==> src/rtl/parallel_frame_tx_if.sv <==
// Link bundle between the parallel frame transmitter and its FIFO / link consumer.
// master = transmitter side, slave = FIFO + link sink side.
interface parallel_frame_tx_if #(
    parameter int unsigned FIFO_WIDTH = 36
);
    logic                  start;
    logic                  fifo_empty;
    logic [FIFO_WIDTH-1:0] fifo_dout;
    logic                  fifo_rd_en;
    logic                  fd0;
    logic                  fd1;
    logic                  fd2;
    logic                  fd3;
    logic                  fd4;
    logic                  fd5;
    logic                  fd6;
    logic                  fd7;
    logic                  busy;
    logic                  done;
    logic                  underflow;

    modport master (
        input  start, fifo_empty, fifo_dout,
        output fifo_rd_en, fd0, fd1, fd2, fd3, fd4, fd5, fd6, fd7,
        output busy, done, underflow
    );

    modport slave (
        output start, fifo_empty, fifo_dout,
        input  fifo_rd_en, fd0, fd1, fd2, fd3, fd4, fd5, fd6, fd7,
        input  busy, done, underflow
    );
endinterface

==> src/rtl/parallel_frame_tx.sv <==
// Transmit side of the 8-line parallel frame link: pops 32-bit words from a FWFT FIFO
// and sends NFRAMES frames of {HEADER, 4*FRAME_WORDS payload bytes} per start request.
module parallel_frame_tx #(
    parameter int unsigned FIFO_WIDTH  = 36,
    parameter int unsigned FRAME_WORDS = 12,
    parameter int unsigned NFRAMES     = 100,
    parameter logic [7:0]  HEADER      = 8'hBC,
    parameter logic [7:0]  IDLE_BYTE   = 8'h00,
    parameter logic [7:0]  PAD_BYTE    = 8'hFF
) (
    input  logic                  clk,
    input  logic                  rst,
    parallel_frame_tx_if.master   link
);
    localparam int unsigned FRAME_BYTES = 4 * FRAME_WORDS;
    localparam int unsigned BCNT_W      = $clog2(FRAME_BYTES);
    localparam int unsigned FCNT_W      = 16;
    localparam logic [BCNT_W-1:0] LAST_BYTE  = BCNT_W'(FRAME_BYTES - 1);
    localparam logic [FCNT_W-1:0] LAST_FRAME = FCNT_W'(NFRAMES - 1);

    // State names the byte loaded into fd at the next rising edge.
    localparam logic [1:0] ST_IDLE    = 2'd0;
    localparam logic [1:0] ST_HEADER  = 2'd1;
    localparam logic [1:0] ST_PAYLOAD = 2'd2;

    logic [1:0]        state_q,     state_d;
    logic [BCNT_W-1:0] byte_cnt_q,  byte_cnt_d;
    logic [FCNT_W-1:0] frame_cnt_q, frame_cnt_d;
    logic [7:0]        fd_q,        fd_d;
    logic [23:0]       shift_q,     shift_d;
    logic              busy_q,      busy_d;
    logic              done_q,      done_d;
    logic              underflow_q, underflow_d;
    logic              rd_en_c;

    logic [FIFO_WIDTH-1:0] head_word;
    logic                  unused_head_hi;
    logic                  word_slot;

    assign head_word      = link.fifo_dout;
    assign unused_head_hi = ^head_word[FIFO_WIDTH-1:32];
    assign word_slot      = (byte_cnt_q[1:0] == 2'd0);

    // State and registered outputs.
    always_ff @(posedge clk or posedge rst) begin
        if (rst) begin
            state_q     <= ST_IDLE;
            byte_cnt_q  <= '0;
            frame_cnt_q <= '0;
            fd_q        <= IDLE_BYTE;
            shift_q     <= '0;
            busy_q      <= 1'b0;
            done_q      <= 1'b0;
            underflow_q <= 1'b0;
        end else begin
            state_q     <= state_d;
            byte_cnt_q  <= byte_cnt_d;
            frame_cnt_q <= frame_cnt_d;
            fd_q        <= fd_d;
            shift_q     <= shift_d;
            busy_q      <= busy_d;
            done_q      <= done_d;
            underflow_q <= underflow_d;
        end
    end

    // Next-state, next-byte and pop strobe.
    always_comb begin
        state_d     = state_q;
        byte_cnt_d  = byte_cnt_q;
        frame_cnt_d = frame_cnt_q;
        fd_d        = IDLE_BYTE;
        shift_d     = shift_q;
        busy_d      = busy_q;
        done_d      = 1'b0;
        underflow_d = underflow_q;
        rd_en_c     = 1'b0;

        case (state_q)
            ST_IDLE: begin
                fd_d   = IDLE_BYTE;
                busy_d = 1'b0;
                if (link.start) begin
                    state_d     = ST_HEADER;
                    frame_cnt_d = '0;
                    underflow_d = 1'b0;
                end
            end

            ST_HEADER: begin
                fd_d       = HEADER;
                byte_cnt_d = '0;
                busy_d     = 1'b1;
                state_d    = ST_PAYLOAD;
            end

            ST_PAYLOAD: begin
                busy_d = 1'b1;
                if (word_slot) begin
                    if (!link.fifo_empty) begin
                        rd_en_c = 1'b1;
                        fd_d    = head_word[31:24];
                        shift_d = head_word[23:0];
                    end else begin
                        // Keep frame length fixed: pad the whole word slot.
                        fd_d        = PAD_BYTE;
                        shift_d     = {PAD_BYTE, PAD_BYTE, PAD_BYTE};
                        underflow_d = 1'b1;
                    end
                end else begin
                    fd_d    = shift_q[23:16];
                    shift_d = {shift_q[15:0], 8'h00};
                end

                if (byte_cnt_q == LAST_BYTE) begin
                    byte_cnt_d = '0;
                    if (frame_cnt_q == LAST_FRAME) begin
                        done_d  = 1'b1;
                        state_d = ST_IDLE;
                    end else begin
                        frame_cnt_d = frame_cnt_q + FCNT_W'(1);
                        state_d     = ST_HEADER;
                    end
                end else begin
                    byte_cnt_d = byte_cnt_q + BCNT_W'(1);
                end
            end

            default: begin
                state_d = ST_IDLE;
            end
        endcase
    end

    assign link.fifo_rd_en = rd_en_c;
    assign link.fd0        = fd_q[7];
    assign link.fd1        = fd_q[6];
    assign link.fd2        = fd_q[5];
    assign link.fd3        = fd_q[4];
    assign link.fd4        = fd_q[3];
    assign link.fd5        = fd_q[2];
    assign link.fd6        = fd_q[1];
    assign link.fd7        = fd_q[0];
    assign link.busy       = busy_q;
    assign link.done       = done_q;
    assign link.underflow  = underflow_q;
endmodule

==> src/flat_wrapper.sv <==
// flat-port wrapper written by rule: the top's interface ports become plain ports
module parallel_frame_tx_flat 
#(
    parameter int unsigned FIFO_WIDTH  = 36,
    parameter int unsigned FRAME_WORDS = 12,
    parameter int unsigned NFRAMES     = 100,
    parameter logic [7:0]  HEADER      = 8'hBC,
    parameter logic [7:0]  IDLE_BYTE   = 8'h00,
    parameter logic [7:0]  PAD_BYTE    = 8'hFF
)
  (clk, rst, link_start, link_fifo_empty, link_fifo_dout, link_fifo_rd_en, link_fd0, link_fd1, link_fd2, link_fd3, link_fd4, link_fd5, link_fd6, link_fd7, link_busy, link_done, link_underflow);
  parallel_frame_tx_if #(.FIFO_WIDTH(FIFO_WIDTH)) link_i ();
  input  logic clk;
  input  logic rst;
  input wire logic [$bits(link_i.start)-1:0] link_start;
  input wire logic [$bits(link_i.fifo_empty)-1:0] link_fifo_empty;
  input wire logic [$bits(link_i.fifo_dout)-1:0] link_fifo_dout;
  output wire logic [$bits(link_i.fifo_rd_en)-1:0] link_fifo_rd_en;
  output wire logic [$bits(link_i.fd0)-1:0] link_fd0;
  output wire logic [$bits(link_i.fd1)-1:0] link_fd1;
  output wire logic [$bits(link_i.fd2)-1:0] link_fd2;
  output wire logic [$bits(link_i.fd3)-1:0] link_fd3;
  output wire logic [$bits(link_i.fd4)-1:0] link_fd4;
  output wire logic [$bits(link_i.fd5)-1:0] link_fd5;
  output wire logic [$bits(link_i.fd6)-1:0] link_fd6;
  output wire logic [$bits(link_i.fd7)-1:0] link_fd7;
  output wire logic [$bits(link_i.busy)-1:0] link_busy;
  output wire logic [$bits(link_i.done)-1:0] link_done;
  output wire logic [$bits(link_i.underflow)-1:0] link_underflow;
  assign link_i.start = link_start;
  assign link_i.fifo_empty = link_fifo_empty;
  assign link_i.fifo_dout = link_fifo_dout;
  assign link_fifo_rd_en = link_i.fifo_rd_en;
  assign link_fd0 = link_i.fd0;
  assign link_fd1 = link_i.fd1;
  assign link_fd2 = link_i.fd2;
  assign link_fd3 = link_i.fd3;
  assign link_fd4 = link_i.fd4;
  assign link_fd5 = link_i.fd5;
  assign link_fd6 = link_i.fd6;
  assign link_fd7 = link_i.fd7;
  assign link_busy = link_i.busy;
  assign link_done = link_i.done;
  assign link_underflow = link_i.underflow;
  parallel_frame_tx #(.FIFO_WIDTH(FIFO_WIDTH), .FRAME_WORDS(FRAME_WORDS), .NFRAMES(NFRAMES), .HEADER(HEADER), .IDLE_BYTE(IDLE_BYTE), .PAD_BYTE(PAD_BYTE)) u_core (.clk(clk), .rst(rst), .link(link_i));
endmodule
==> config.mk <==
export PLATFORM = sky130hd
export DESIGN_NAME = parallel_frame_tx_flat
export DESIGN_NICKNAME = d
export VERILOG_FILES = /design/src/rtl/parallel_frame_tx_if.sv /design/src/rtl/parallel_frame_tx.sv /design/src/flat_wrapper.sv
export SDC_FILE = /design/constraint.sdc
export NUM_CORES = 1
export LEC_CHECK = 0
export BUFFER_PORTS_ARGS = -buffer_cell sky130_fd_sc_hd__buf_2
export CORE_ASPECT_RATIO = 0.75
export CORE_UTILIZATION = 50
export CTS_CLUSTER_DIAMETER = 150
export DETAILED_ROUTE_END_ITERATION = 6
export PLACE_DENSITY = 0.72
export SLEW_MARGIN = 15
export SYNTH_ARGS = -nofsm -noshare
export SYNTH_HDL_FRONTEND = slang
export SYNTH_SLANG_ARGS = --single-unit
==> constraint.sdc <==
create_clock -name clk -period 4.2 [get_ports clk]
set_input_delay 0.21 -clock clk [delete_from_list [all_inputs] [get_ports clk]]
set_output_delay 0.21 -clock clk [all_outputs]
set_load 0.1 [all_outputs]
== Word level (Yosys, flattened, before mapping) ==
Cells that the tools add are included.
Word-level totals
  register bits: 59
  logic and storage cells: 54
Operators by class
  add/sub/neg operators: 2
  equality and inequality tests: 9
  muxes and demuxes: 26
  reductions and logical operators: 9
Operator list (count)
  $mux 16: 3
  $mux 24: 2
  $pmux 16 s2: 1
  $add 16x1->16 const B: 1
  $eq 16x7->1 const B: 1
  $mux 8: 2
  $pmux 8 s2: 1
  $pmux 6 s2: 1
  $mux 1: 10
  $reduce_and 4->1: 2
  $add 6x1->6 const B: 1
  $eq 6x6->1 const B: 1
  $mux 6: 1
  $ne 2x2->1 const B: 3
  $pmux 2 s3: 1
  $reduce_bool 2->1: 3
  $logic_not 2->1: 2
  $mux 2: 2
  $ne 2x1->1 const B: 2
  $pmux 1 s2: 2
  $eq 2x1->1 const B: 1
  $eq 2x2->1 const B: 1
  $reduce_and 2->1: 1
  $reduce_or 2->1: 1

== Logic depth before layout (Yosys ltp) ==
  depth after elaboration: 4
  gate-level depth with buffers: 9

== Least setup slack after synthesis ==
OpenSTA, ideal clock, no wires.
  kind: flip-flop to output port
  start point: register u_core.byte_cnt_q[0]
  end point: output port link_fifo_rd_en
  data arrival time: 2470 ps
  setup slack: 1520 ps
  stages on the path, launching flop included: 8
  path buffers: 3
  path through: dfrtp_1 -> inv_1 -> ha_1 -> clkbuf_1 -> nand2b_1 -> clkbuf_1 -> clkbuf_1 -> nor2_1
On the way
  longest elaborated chain between the ends: 3
RTL lines
  from (decl): RTL line parallel_frame_tx.sv:27  | logic [BCNT_W-1:0] byte_cnt_q, byte_cnt_d;
  from (signal assigned): RTL line parallel_frame_tx.sv:57  | byte_cnt_q <= byte_cnt_d;
  $logic_not 2->1: RTL line parallel_frame_tx.sv:42  | assign word_slot = (byte_cnt_q[1:0] == 2'd0);
  $mux 1: RTL line parallel_frame_tx.sv:99  | if (word_slot) begin
  $mux 1: RTL line parallel_frame_tx.sv:79  | case (state_q)
  to (decl): RTL line flat_wrapper.sv:18  | output wire logic [$bits(link_i.fifo_rd_en)-1:0] link_fifo_rd_en;
Every way passes these cells.

== Final worst setup path ==
  start point: register u_core.state_q[0]
  end point: register u_core.frame_cnt_q[3]
On the way
  longest elaborated chain between the ends: 3
  elaborated cells on any way between the ends: 8
  those cells by class: eq/ne: 4; mux: 1; reduce/logical: 3
RTL lines
  from (decl): RTL line parallel_frame_tx.sv:26  | logic [1:0] state_q, state_d;
  from (signal assigned): RTL line parallel_frame_tx.sv:56  | state_q <= state_d;
  $eq 2x2->1 or $logic_not 2->1 (tied branches): RTL line parallel_frame_tx.sv:79
  $ne 2x1->1 (no source line), or another cell as far along
  $reduce_and 4->1 (no source line)
  to (signal assigned): RTL line parallel_frame_tx.sv:58  | frame_cnt_q <= frame_cnt_d;
  to (decl): RTL line parallel_frame_tx.sv:28  | logic [FCNT_W-1:0] frame_cnt_q, frame_cnt_d;
Parallel ways exist; a longest one is shown, timed or not.
A chain may end at the register's enable or synchronous reset.

==> results.yml <==
critical_path:
  worstPathMaxFanout: 20
  crit_type: "reg -> reg"
  required_ps: 4430
  crit_path_end_kind: "flip-flop"
  cp.arrival_ps: 2790
  start_kind: "flip-flop"
global_routing:
  gr-max-usage-layer: "met1"
  grt_use_total: 0.236
  grt_pass1_wl_um: 11800
  antenna_found_initial: 0
  grt_start_max_net_pins: 73
  use_met2: 0.314
  met3_usage: 0.0691
  grt_pass1_vias: 2395
  gr-total-overflow: 0
  met1_usage: 0.367
drt:
  via_per_inst: 5.87
  postRouteAntennaNets: 0
  wl_per_cell_um: 15.7
  drt-initial-drc-count: 275
  totalWireLength_um: 6950
  dr_total_vias: 2602
  first_pass_iters: 5
  drc: 0
logic_synthesis:
  yosys-mux-area-fraction: 0.00702
  synth_area_sq_mm: 0.00303
  async_flop_share: 1.00
  synth_ff_type: "dfrtp_1"
  synth_area_per_cell_sq_um: 9.44
  synth_top_family_by_area: "compound AO/OA/AOI/OAI gates"
  synth-seq-cells: 59
  synth_adder_area_share: 0.0330
  synth_enable_flop_cells: 0
  netlist_instances: 321
  syn-num-nets: 369
  yosysSeqAreaShare: 0.487
  yosys.area_share.xor_xnor: 0
  synth_compound_area_frac: 0.233
  yosysUniqueCellTypes: 45
  synthSimpleGateAreaFrac: 0.164
  yosysWarnings: 0
clocking:
  clkLatencyLatePin_ps: 340
  clk_pin_slew_ps: 60
  h-tree-depth: 3
  cts_buffers: 9
  cts_tree: "yes"
  cts_setup_buffers: 0
  cts.sinks: 59
  clock-root-buffer: "clkbuf_8"
  clock_path_buffers: 2
final_layout:
  nFillCells: 499
  syn2layout_area_growth_pct: 15.5
  final_nets: 408
  fin_area_sq_mm: 0.00350
  drive_above_1_share: 0.200
  diodes: 0
  utilization: 0.601
timing:
  holdWs_ps: 115
  fmax_mhz: 390
  fin_setup_tns_ps: 0
  skew_ps: 6.41
  rsz0062_at_grt: "false"
  period_needed_ps: 2560
  finalCritPeriodShare: 0.610
  hold_viol_final: 0
  slew_violations: 0
  worst_pin_slew_ps: 1070
  maxSlewHeadroom: 0.278
  setup_viol: 0
power:
  p_per_area_mw_per_mm2: 676
  leakage_nw: 1.62
  ir_drop_uv: 552
placed_design:
  place_congestion: 0.842
  placed_area_sq_mm: 0.00329
  portBuffers: 47
  hpwlAfterDp_um: 4630
run_status:
  run_status: "finished clean"
die:
  die-height_um: 69.4
  dieArea_sq_mm: 0.00638
  die_w_um: 91.9
  design.core.area_sq_mm: 0.00583
  initial_utilization: 0.520
  num_rows: 24
  ioPinCount: 52
min_path:
  min_path_type: "in -> reg"
run:
  drv_cap: 0
[cells in the mapped netlist, drive strengths merged, types with 3 or more instances]
cell     n  share of area
nor2    11          0.014
clkbuf  20          0.025
o22ai    9          0.019
buf      4         0.0083
o211ai  11          0.027
nand2   14          0.017
and3     9          0.019
a21o     4         0.0099
a31oi   10          0.021
o21a     5          0.012
dfrtp   59           0.49
nand2b   4         0.0083
ha       8          0.033
o221ai  16          0.046
nand4    5          0.010
a21oi    5         0.0083
nor3     4         0.0066
inv     34          0.042
nand3   17          0.030
nand3b   3         0.0074
nor4     9          0.019
o21ai   33          0.055
a311o    3         0.0099
[kinds of logic (layout without fill, tap and decap cells)]
logic type / after synthesis / count (layout)
AOI/OAI and AO/OA: 105 / 105
DFF: 59 / 59
and+or+nand+nor: 89 / 89
muxes: 2 / 2
buffers and inverters: 58 / 102
adders and majority gates: 8 / 8
[sequential cells by signal, indices dropped and copies added, names as in the netlist]
register               cells
u_core.shift_q            24
u_core.frame_cnt_q        16
u_core.fd_q                8
u_core.byte_cnt_q          6
u_core.state_q             2
u_core.link.busy           1
u_core.link.done           1
u_core.link.underflow      1
[final timing paths]
kind | startpoint | slack, ps | cells after the start | to
worst min-delay path | link_fifo_dout[7] | 120 | 3 | u_core.shift_q[7]$_DFFE_PP0P_
worst max-delay path | u_core.state_q[0]$_DFFE_PP0P_ | 1640 | 6 | u_core.frame_cnt_q[3]$_DFFE_PP0P_
worst min register to register | u_core.link.busy$_DFFE_PP0P_ | 500 | 1 | u_core.link.busy$_DFFE_PP0P_
worst max register to register | u_core.state_q[0]$_DFFE_PP0P_ | 1640 | 6 | u_core.frame_cnt_q[3]$_DFFE_PP0P_
max in group asynchronous | rst | 2900 | 4 | u_core.shift_q[9]$_DFFE_PP0P_
min in group asynchronous | rst | 470 | 3 | u_core.fd_q[0]$_DFF_PP0_
[metal layers]
metal  vias to the layer above  part of all wire
met5                         -                 0
met4                         0             0.012
met3                        10             0.059
met2                        68              0.42
met1                      1257              0.51
li1                       1267                 -
[power breakdown]
group          total (mW)  switching, mW  internal (mW)
clock               0.510          0.223          0.287
sequential          0.883          0.124          0.759
combinational       0.972          0.700          0.272
total                2.37           1.05           1.32
[what timing repair did]
item | CTS | global route
resized for setup | 0 | 0
hold buffers | 1 | 0
hold endpoints to repair | 27 | 0
[layout make-up]
type                       count  area [sq um]  area share
multi-input combinational    204          1330       0.379
clock inverter                 5          52.6      0.0150
sequential                    59          1480       0.422
tap                           78          97.6      0.0279
clock buffer                  11           141      0.0404
timing repair buffer          52           275      0.0787
inverter                      34           128      0.0365
[worst max-delay path, stage by stage (launching register included)]
cell and delay (ps):
dfrtp_1 410, inv_1 100, ha_2 190, inv_1 460, nand3_1 580, a21o_1 390, o41ai_1 330
[cell usage in the layout, fill, tap and decap left out, types with 11 or more instances in the layout]
cell type	instances
o221ai_1	16
buf_2	47
nand3_1	16
o211ai_1	11
nor2_1	11
dfrtp_1	59
nand2_1	14
o21ai_0	32
inv_1	33
[through the flow]
step	cells	total power, mW	setup slack [ps]
final	443	2.37	1640
after global routing	443	2.53	1470
after CTS	443	2.37	1650
after detailed placement	426	1.85	1660
after global placement	426	1.83	1750
after floorplan	321	1.64	1520
Note: power is estimated with default switching activity, not from simulation.
